File: src/rtl/display_pkg.sv
// Shared seven-segment code constants and segment bit order for the display path.
// Latency: n/a (constants only).
// Backpressure: n/a.
package display_pkg;

  // Segment bit positions within a 7-bit code: {g,f,e,d,c,b,a}.
  localparam int SEG_A = 0;
  localparam int SEG_B = 1;
  localparam int SEG_C = 2;
  localparam int SEG_D = 3;
  localparam int SEG_E = 4;
  localparam int SEG_F = 5;
  localparam int SEG_G = 6;

  // Active-low codes: a 0 bit lights the segment.
  localparam logic [6:0] SEG_0    = 7'b1000000;
  localparam logic [6:0] SEG_1    = 7'b1111001;
  localparam logic [6:0] SEG_2    = 7'b0100100;
  localparam logic [6:0] SEG_3    = 7'b0110000;
  localparam logic [6:0] SEG_4    = 7'b0011001;
  localparam logic [6:0] SEG_5    = 7'b0010010;
  localparam logic [6:0] SEG_6    = 7'b0000010;
  localparam logic [6:0] SEG_7    = 7'b1111000;
  localparam logic [6:0] SEG_8    = 7'b0000000;
  localparam logic [6:0] SEG_9    = 7'b0010000;
  localparam logic [6:0] SEG_DASH = 7'b0111111;
  localparam logic [6:0] SEG_OFF  = 7'b1111111;

endpackage

File: src/rtl/bcd_to_seven_seg.sv
// Decodes one 4-bit BCD code to active-low seven-segment drive; 10..15 show a dash.
// Latency: combinational.
// Backpressure: none.
module bcd_to_seven_seg
  import display_pkg::*;
(
  input  logic [3:0] code,
  output logic [6:0] seg
);

  // Table lookup; anything outside 0..9 is flagged visibly as a dash.
  always_comb begin
    seg = SEG_DASH;
    case (code)
      4'd0:    seg = SEG_0;
      4'd1:    seg = SEG_1;
      4'd2:    seg = SEG_2;
      4'd3:    seg = SEG_3;
      4'd4:    seg = SEG_4;
      4'd5:    seg = SEG_5;
      4'd6:    seg = SEG_6;
      4'd7:    seg = SEG_7;
      4'd8:    seg = SEG_8;
      4'd9:    seg = SEG_9;
      default: seg = SEG_DASH;
    endcase
  end

endmodule

File: src/rtl/bcd_display_scanner.sv
// Snapshots nine BCD digits and scans them onto a multiplexed common-anode 7-seg display.
// Latency: a load is shown from the next visit of each slot; seg settles one cycle into a slot.
// Backpressure: none; load is accepted every cycle and simply overwrites the snapshot.
module bcd_display_scanner
  import display_pkg::*;
#(
  parameter int NUM_DIGITS    = 9,
  parameter int SCAN_DIV      = 50000,
  parameter int BLANK_CYCLES  = 1,
  parameter int BLANK_LEADING = 1
) (
  input  logic                  Clk,
  input  logic                  Reset,
  input  logic                  load,
  input  logic [3:0]            BCD0,
  input  logic [3:0]            BCD1,
  input  logic [3:0]            BCD2,
  input  logic [3:0]            BCD3,
  input  logic [3:0]            BCD4,
  input  logic [3:0]            BCD5,
  input  logic [3:0]            BCD6,
  input  logic [3:0]            BCD7,
  input  logic [3:0]            BCD8,
  output logic [NUM_DIGITS-1:0] an,
  output logic [6:0]            seg,
  output logic [3:0]            slot_idx,
  output logic                  frame_done
);

  localparam int PW = (SCAN_DIV > 1) ? $clog2(SCAN_DIV) : 1;

  // The converter always supplies nine digits; NUM_DIGITS is expected to stay at or below that.
  logic [3:0] bcd_all [9];
  assign bcd_all[0] = BCD0;
  assign bcd_all[1] = BCD1;
  assign bcd_all[2] = BCD2;
  assign bcd_all[3] = BCD3;
  assign bcd_all[4] = BCD4;
  assign bcd_all[5] = BCD5;
  assign bcd_all[6] = BCD6;
  assign bcd_all[7] = BCD7;
  assign bcd_all[8] = BCD8;

  logic [PW-1:0]         prescaler;
  logic [PW-1:0]         pres_nxt;
  logic [3:0]            slot_nxt;
  logic                  terminal;
  logic [NUM_DIGITS-1:0] an_nxt;
  logic [3:0]            snapshot [NUM_DIGITS];
  logic [NUM_DIGITS-1:0] blank_mask;
  logic [3:0]            cur_digit;
  logic                  cur_blank;
  logic [6:0]            dec_seg;

  // A digit is a leading zero when it and every more significant digit are zero;
  // invalid codes count as nonzero, and position 0 always shows.
  always_comb begin
    logic nz_above;
    nz_above   = 1'b0;
    blank_mask = '0;
    for (int i = NUM_DIGITS - 1; i >= 0; i--) begin
      nz_above      = nz_above | (snapshot[i] != 4'd0);
      blank_mask[i] = (BLANK_LEADING != 0) && (i != 0) && !nz_above;
    end
  end

  // Select the digit for the current slot; an out-of-range slot falls back to blank zero.
  always_comb begin
    cur_digit = 4'd0;
    cur_blank = 1'b1;
    for (int i = 0; i < NUM_DIGITS; i++) begin
      if (slot_idx == 4'(i)) begin
        cur_digit = snapshot[i];
        cur_blank = blank_mask[i];
      end
    end
  end

  bcd_to_seven_seg u_dec (
    .code (cur_digit),
    .seg  (dec_seg)
  );

  // Prescaler/slot advance and the anode pattern for the cycle being entered, so an
  // lines up with the registered prescaler value (dark while prescaler < BLANK_CYCLES).
  always_comb begin
    terminal = (prescaler == PW'(SCAN_DIV - 1));
    pres_nxt = terminal ? '0 : prescaler + PW'(1);
    slot_nxt = slot_idx;
    if (terminal) begin
      slot_nxt = (slot_idx == 4'(NUM_DIGITS - 1)) ? 4'd0 : slot_idx + 4'd1;
    end
    if (int'(pres_nxt) < BLANK_CYCLES) begin
      an_nxt = '1;
    end else begin
      an_nxt = ~(NUM_DIGITS'(1) << slot_nxt);
    end
  end

  assign frame_done = terminal && (slot_idx == 4'(NUM_DIGITS - 1));

  // Scan state, snapshot and output registers; seg is only re-sampled in the first
  // cycle of a slot, so a load mid-slot never disturbs the digit being shown.
  always_ff @(posedge Clk) begin
    if (Reset) begin
      prescaler <= '0;
      slot_idx  <= 4'd0;
      an        <= '1;
      seg       <= SEG_OFF;
      for (int i = 0; i < NUM_DIGITS; i++) begin
        snapshot[i] <= 4'd0;
      end
    end else begin
      prescaler <= pres_nxt;
      slot_idx  <= slot_nxt;
      an        <= an_nxt;
      if (prescaler == '0) begin
        seg <= cur_blank ? SEG_OFF : dec_seg;
      end
      if (load) begin
        for (int i = 0; i < NUM_DIGITS; i++) begin
          snapshot[i] <= bcd_all[i];
        end
      end
    end
  end

endmodule

File: config.mk
export PLATFORM = sky130hd
export DESIGN_NAME = bcd_display_scanner
export DESIGN_NICKNAME = d
export VERILOG_FILES = /design/src/rtl/display_pkg.sv /design/src/rtl/bcd_to_seven_seg.sv /design/src/rtl/bcd_display_scanner.sv
export SDC_FILE = /design/constraint.sdc
export NUM_CORES = 1
export LEC_CHECK = 0
export ABC_AREA = 1
export CAP_MARGIN = 20
export CORE_MARGIN = 4
export CORE_UTILIZATION = 55
export DETAILED_ROUTE_END_ITERATION = 8
export GPL_ROUTABILITY_DRIVEN = 0
export MAX_ROUTING_LAYER = met4
export PLACE_DENSITY = 0.81
export SYNTH_ARGS = -nofsm -noshare
export SYNTH_HDL_FRONTEND = slang
export SYNTH_SLANG_ARGS = --single-unit
File: constraint.sdc
create_clock -name Clk -period 2.7 [get_ports Clk]
set_clock_uncertainty 0.15 [all_clocks]
set_input_delay 0.54 -clock Clk [delete_from_list [all_inputs] [get_ports Clk]]
set_output_delay 0.54 -clock Clk [all_outputs]
set_load 0.03 [all_outputs]
# ---- After elaboration in Yosys (flattened, before gate mapping)
# Memories as Yosys holds them, arrays and structs flattened.
# Index checks and enable logic that the tools add are counted.
dict set report op_classes {
  n_lt_le_gt_ge 1
  add_sub_neg 2
  reduce_logical 20
  n_mux 36
  shift 1
  eq_ne 9
  n_bitwise 17
}
# cell count
set op_table {}
lappend op_table {{$mux W4} 20}
lappend op_table {{$reduce_bool A4 Y1} 8}
lappend op_table {{$add A16 B1 Y16 const B} 1}
lappend op_table {{$eq A16 B16 Y1 const B} 1}
lappend op_table {{$eq A4 B3 Y1 const B} 4}
lappend op_table {{$logic_not A16 Y1} 1}
lappend op_table {{$lt A16 B1 Y1 const B} 1}
lappend op_table {{$mux W16} 1}
lappend op_table {{$or A1 B1 Y1} 16}
lappend op_table {{$mux W1} 14}
lappend op_table {{$not A9 Y9} 1}
lappend op_table {{$shl A1 B4 Y9 const A} 1}
lappend op_table {{$eq A4 B2 Y1 const B} 2}
lappend op_table {{$logic_not A1 Y1} 8}
lappend op_table {{$mux W7} 1}
lappend op_table {{$add A4 B1 Y4 const B} 1}
lappend op_table {{$eq A4 B1 Y1 const B} 1}
lappend op_table {{$eq A4 B4 Y1 const B} 1}
lappend op_table {{$logic_not A4 Y1} 1}
lappend op_table {{$reduce_or A2 Y1} 1}
lappend op_table {{$logic_and A1 B1 Y1} 1}
dict set report totals {
  elab_cells 92
  mem_bits_ro 112
  ramBits 36
  register_bits 36
  memories 2
}
# name words width rd rd_clocked_by_memory_dff write_ports line
set memory_table {}
lappend memory_table {{(no name shown)} 16 7 1 0 0 bcd_to_seven_seg.sv:14} ;# case (code)
lappend memory_table {snapshot 9 4 9 0 9 bcd_display_scanner.sv:49} ;# logic [3:0] snapshot [NUM_DIGITS];

# ---- Longest topological paths before layout
# Gate-level depths: netlist of run 1.
# An unclocked memory read counts as a cell.
dict set report depth {
  depth_word 19
  depth_mapped 22
  depth_no_buf 22
}

# ---- Modules after synthesis
# Synthesis of run 1 repeated with hierarchy kept, for this count alone.
dict set report hier_totals {
  cells_unflattened 567
  hier_area_um2 4073.9
}
# mod seq_area_each_um2 n_inst cells_each area_each_um2
set by_module_without_submodules {}
lappend by_module_without_submodules {bcd_display_scanner 1801.7 1 532 3887.5}
lappend by_module_without_submodules {bcd_to_seven_seg 0.0 1 35 186.4}

# ---- Least setup slack after synthesis of run 1
# No wires, ideal clock.
dict set report synth_timing {
  path_kind {reg-to-output}
  startpoint {register slot_idx[0]}
  endpoint {output frame_done}
  path_buffers 0
  arrival_ns 1.996
  stages_incl_launch_ff 7
  setup_slack_ns 0.014
  cell_sequence {dfxtp_1 -> inv_1 -> ha_1 -> inv_1 -> nor3_1 -> inv_1 -> nor4_2}
}
dict set report synth_via {
  elab_chain_len 2
}
# item line
set synth_lines {}
lappend synth_lines {{from (decl)} bcd_display_scanner.sv:26} ;# output logic [3:0] slot_idx,
lappend synth_lines {{from (signal assigned)} bcd_display_scanner.sv:115} ;# slot_idx <= slot_nxt;
lappend synth_lines {{$eq A4 B4 Y1} bcd_display_scanner.sv:100} ;# assign frame_done = terminal && (slot_idx == 4'(NUM_DIGITS - 1));
lappend synth_lines {{$logic_and A1 B1 Y1} bcd_display_scanner.sv:100}
lappend synth_lines {{to (decl)} bcd_display_scanner.sv:27} ;# output logic frame_done
# No other way between the ends.

# ---- Worst setup path in the final report of run 1
dict set report layout_timing {
  startpoint {register slot_idx[1]}
  endpoint {output frame_done}
}
# Same word-level chain as after synthesis.

==> impl_results.md, run 1 <==
* Hold Crit Class: flip-flop to flip-flop
* Final Instance Area at about 5100 µm²
* Hpwl dp at 6580 µm
* Worst EP required at approximately 2000 ps
* Initial antenna violation count at 0
* RSZ-0062 raised after global routing: false
* Setup crit start kind: flip-flop
* Multi-input logic area at 1920 µm²
* I/O pins at 60
* Critical Path AT at about 1900 ps
* Post-synth top area share at 0.267
* Die height at 93.8 µm
* Final WL at between 8000 and 9000 µm
* FF-to-FF Start: slot_idx[0]
* Share of cells above drive strength 1 at 0.128
* Library cells used by synthesis at 39
* Power Density at 467 nW/µm²
* Pin count of the biggest net entering global routing at 37
* Clk slew on worst S/H paths at 70 ps
* Worst path slowest cell: dfxtp_2
* Synth area leaders: edfxtp_1 27%, dfxtp_1 18%, nand2_1 10%
* Cell count after synthesis at between 500 and 600
* Nets@finish at approximately 670
* Tcrit/Tclk final at 0.948
* Worst-Margin Slew at about 810 ps
* R2r setup slk at 230 ps
* Syn. warnings at 0
* Critical path class: flip-flop to primary output
* Maximum VDD drop at 320 µV
* DRT antenna net count at 0
* Fill count at about 600
* Chip width at between 90 and 100 µm
* Cell mode on critical path: inv_2
* GRT overflow at 0
* Dpl ws at -34.0 ps
* Num CTS Buffers at 9
* WHS Path Cells at 2
* Hold WS at 318 ps
* Htree depth at 3
* Synth area leader: edfxtp_1
* Fmax at between 300 and 400 MHz
* Core box area at roughly 7200 µm²
* DRC violations left at 0
* Clk_lat worst skew at approximately 350 ps
* Slew HR at 0.461
* CTS tree: yes
* Synthesized area at 4050 µm²
* Post-synthesis sequential area ratio at 0.445
* DR WL/cell at between 10 and 15 µm
* Critical path fanouts, max at 7
* Via Count at ~3600
* Syn nets at 594
* Vias/cell at 5.00
* Worst reg2reg path depth at 19
* Final hold viol count at 0
* I/O Buffers at 59
* Placed cell areas at between 4000 and 5000 µm²
* Reg2reg end: seg[3]
* Hold buffer count at cts at 0
* Max_cap viols at 0
* ANT cells at 0
* Initial Util at 0.562
* Synth-to-layout area growth at 25.7%
* Global-route wire length before repair at around 15000 µm
* Max incr delay on CP at roughly 350 ps
* Register bit total from synthesis at between 70 and 80
* Clock period minus worst slack at around 2600 ps
* Pins Over Slew Limit at 0
* CP Capture Type: primary output
* Reg area at 1810 µm²
* Min-delay src: seg[5]
* CTS max path bufs at 2
* DR pass1 iterations at 4
* Hold EP: seg[5]
* Fin Setup TNS at 0 ps
* Die Footprint at 8810 µm²
* Starting DRT DRC Count at roughly 150
* Fin worst setup slack at 141 ps
* Total GRT Usage at 0.220
* Root buffer cell: clkbuf_8
* Vias in the first global route at 3524
* Final setup fails at 0
* Status: complete, no violations
* Syn_area_per_cell at between 7 and 8 µm²
* Util after Layout at 0.706
* Clk sinks at 72
* Row count at 31
* P_leak at roughly 0.0023 µW
* Crit-path cells: inv_2, ha_4, inv_1, nor3_2, inv_2, nor4_4, buf_6
-- cell usage after synthesis --
master	count
a21oi_1	11
a21oi_2	1
a31oi_1	1
and3_1	1
buf_1	1
buf_4	1
clkbuf_1	6
clkinv_1	1
dfxtp_1	36
edfxtp_1	36
ha_1	11
inv_1	94
inv_2	8
nand2_1	109
nand2_2	7
nand3_1	50
nand3_2	1
nand3_4	1
nand3b_1	4
nand4_1	9
nor2_1	92
nor2_2	5
nor2_4	5
nor3_1	18
nor3_2	1
nor3b_1	1
nor4_1	4
nor4_2	1
nor4_4	1
o211ai_1	1
o21ai_0	9
o21ai_1	3
o21ai_2	2
o21bai_4	1
o31ai_4	1
or2_0	3
or2_2	2
xnor2_1	1
xor2_1	4
-- flip-flops by register name, summed over array words and instances (netlist names) --
register / cells
an: 9
slot_idx: 4
seg: 7
prescaler: 16
snapshot: 36
-- critical path, delay by kind of cell (launching register included) --
kind	cells	cell delay (ps)
buffers and inverters	4	490
and+or+nand+nor	2	490
DFF	1	350
adders and majority gates	1	200
-- worst max-delay path by stage --
stage	from	to	slack, ps
after floorplan	slot_idx[0]	frame_done	10
after global placement	slot_idx[1]	seg[3]	120
after detailed placement	slot_idx[1]	seg[3]	-30
after CTS	slot_idx[0]	frame_done	-9
after global routing	slot_idx[0]	seg[3]	2
final	slot_idx[1]	frame_done	140
-- cell families after synthesis --
| group | count (synthesis) | synth area share |
|---|---|---|
| buffers and inverters | 111 | 0.104 |
| xor gates and xnor gates | 5 | 0.0108 |
| and+or+nand+nor | 315 | 0.359 |
| adders and majority gates | 11 | 0.0340 |
| DFF | 72 | 0.445 |
| AOI/OAI and AO/OA | 30 | 0.0482 |
-- metal layers --
layer | GRT usage | part of all wire
met1 | 0.265 | 0.44
met2 | 0.361 | 0.47
met3 | 0.0409 | 0.059
met4 | 0.0987 | 0.028
met5 | - | 0
-- metrics by stage --
stage	std cells	total power (µW)
CTS	718	2390
finish	722	2380
global route	722	2490
global placement	702	1590
floorplan	544	1460
detailed placement	702	1600
-- area by class of cell --
type                            instances  area share
Sequential cell                        72       0.355
Tap cell                               99      0.0243
Timing Repair Buffer                   70       0.132
Multi-Input combinational cell        362       0.377
Inverter                              103      0.0764
Clock buffer                           11      0.0258
Clock inverter                          5     0.00933
-- what timing repair did --
item | 4_1_cts | 5_1_grt
setup endpoints to repair | 4 | 8
gates resized for setup | 5 | 24
buffers inserted | 0 | 3
gates cloned | 0 | 1
pin swaps | 0 | 2
-- cell usage in the layout, fill, tap and decap left out, drive strengths merged, types with 4 or more instances in the layout --
cell	n
nor2	103
ha	11
nand2	116
or2	5
edfxtp	36
clkbuf	11
nor4	6
nand3b	4
a21oi	12
dfxtp	36
o21ai	14
buf	12
nand4	9
xor2	4
nor3	19
clkinv	5
nand3	52
clkdlybuf4s50	58
inv	102
-- report_power, final --
| group | total [µW] | internal (µW) | switching, µW |
|---|---|---|---|
| registers | 1250 | 1220 | 34.8 |
| logic | 332 | 152 | 180 |
| clock network | 794 | 418 | 376 |
No activity file was read; power rests on OpenSTA's default activity.
==> run 2, diff against run 1 <==
Settings changed: MAX_ROUTING_LAYER met4 to not set, SLEW_MARGIN set to 20.
==> run 2 against run 1 <==
Worst setup slack improved by 4.4 ps. Maximum frequency is 0.17% higher. Critical path depth unchanged. Register-to-register slack hardly changed. Utilization is the same. Hold slack hardly changed.
==> impl_results.md, run 2 (synthesis gave the netlist of run 1 again) <==
* Cell total after placement at between 700 and 800
* Final Non-Filler Cells at around 720
* Starting DRT DRC Count at between 100 and 150
* Global-route wire length before repair at 15100 µm
* Pins Over Slew Limit at 0
* Multi-input logic area at between 1500 and 2000 µm²
* Vias/cell at roughly 5
* Dpl ws at -34.0 ps
* DRC violations left at 0
* Biggest register: snapshot
* Largest register FFs at 36
* Final hold viol count at 0
* Tot Pwr at around 2400 µW
* I/O pins at 60
* I/O Buffers at 59
* Reg2reg end: seg[3]
* Max_cap viols at 0
* Hold EP: seg[5]
* Core box area at ~7200 µm²
* CTS max path bufs at 2
* R2r setup slk at 230 ps
* Most frequent cells in the layout: 107 x nand2_1, 90 x inv_1, 89 x nor2_1
* Clk slew on worst S/H paths at 70 ps
* Status: complete, no violations
* WHS Path Cells at 2
* GRT overflow at 0
* Synth-to-layout area growth at 25.7%
* DR WL/cell at ~12 µm
* Fmax at 391 MHz
* Final WL at around 9000 µm
* Critical path class: flip-flop to primary output
* Chip width at ~94 µm
* DRT antenna net count at 0
* Via Count at 3611
* Power Density at 465 nW/µm²
* Most common cell after layout, fill and taps aside: nand2_1
* Tcrit/Tclk final at 0.946
* Hpwl dp at between 6000 and 7000 µm
* Clk_lat worst skew at 340 ps
* Initial antenna violation count at 0
* CTS tree: yes
* ANT cells at 0
* Maximum VDD drop at between 300 and 400 µV
* Final setup fails at 0
* Die Footprint at around 8800 µm²
* Biggest regs: snapshot: 36 flops, prescaler: 16 flops, an: 9 flops
* DR pass1 iterations at 5
* Hold buffer count at cts at 0
* FF-to-FF Start: slot_idx[0]
* Row count at 31
* Worst EP required at between 2000 and 2500 ps
* Fin Setup TNS at 0 ps
* Nets@finish at between 600 and 700
* Min-delay src: seg[5]
* Die height at approximately 94 µm
* Total GRT Usage at 0.215
* Root buffer cell: clkbuf_8
* P_leak at 0.00231 µW
* Worst reg2reg path depth at 19
* Vias in the first global route at ~3500
* Fill count at approximately 600
* Final Instance Area at just over 5000 µm²
* Clk sinks at 72
* Reg area at roughly 1800 µm²
* Critical Path AT at 1860 ps
* Slew HR at 0.464
* Pin count of the biggest net entering global routing at 37
* Placed cell areas at around 4800 µm²
* Critical path fanouts, max at 7
* Initial Util at 0.562
* Clock period minus worst slack at 2550 ps
* Fin worst setup slack at 145 ps
* Num CTS Buffers at 9
* Setup crit start kind: flip-flop
* Worst-Margin Slew at between 800 and 900 ps
* Share of cells above drive strength 1 at 0.128
* Htree depth at 3
* CP Capture Type: primary output
* Hold Crit Class: flip-flop to flip-flop
## run 2: cell counts in the layout (fill, tap and decap cells not counted)
Identical to the previous run, type by type.
## run 2: stage by stage
| stage | hold WS [ps] | util |
|---|---|---|
| 2_1_floorplan | 325 | - |
| 3_3_place_gp | 302 | 0.664 |
| 3_5_place_dp | 305 | 0.664 |
| 4_1_cts | 321 | 0.691 |
| 5_1_grt | 345 | 0.706 |
| 6_report | 318 | 0.706 |
## run 2: critical path, cell delays in order, from the launching register on
cell and delay, ps:
dfxtp_2 350, inv_2 120, ha_4 200, inv_1 60
nor3_2 210, inv_2 130, nor4_4 280, buf_6 180
## run 2: per-layer routing
layer / wire length (µm) / global-route usage / up-vias
li1: - / - / 1864
met1: 3850 / 0.263 / 1611
met2: 4210 / 0.363 / 116
met3: 487 / 0.0433 / 20
met4: 230 / 0.0987 / 0
met5: 0 / 0 / -
## run 2: worst max-delay path by stage
stage	to	startpoint	cells after the start	slack [ps]
3_5_place_dp	seg[3]	slot_idx[1]	18	-30
2_1_floorplan	frame_done	slot_idx[0]	6	10
5_1_grt	seg[3]	slot_idx[0]	19	-1
6_report	frame_done	slot_idx[1]	7	150
4_1_cts	frame_done	slot_idx[0]	7	-9
3_3_place_gp	seg[3]	slot_idx[1]	18	120
## run 2: repair_timing
item                                    CTS  global route
gates resized for setup                   5            24
pin swaps                                 0             2
endpoints found under the setup margin    4             8
setup buffers                             0             3
cloned                                    0             1
## run 2: final cells by class
class	count	share of cell area
well taps	99	0.0243
flip-flops and latches	72	0.355
multi-input cells	362	0.377
inverters	103	0.0764
clock inverters	5	0.00933
repair buffers	70	0.132
clock buffers	11	0.0258
## run 2: power by group
group	total, µW	switching, µW	leakage [µW]	internal, µW
sequential	1250	34.8	0.000683	1220
combinational	331	179	0.00154	152
clock	788	370	0.0000922	418
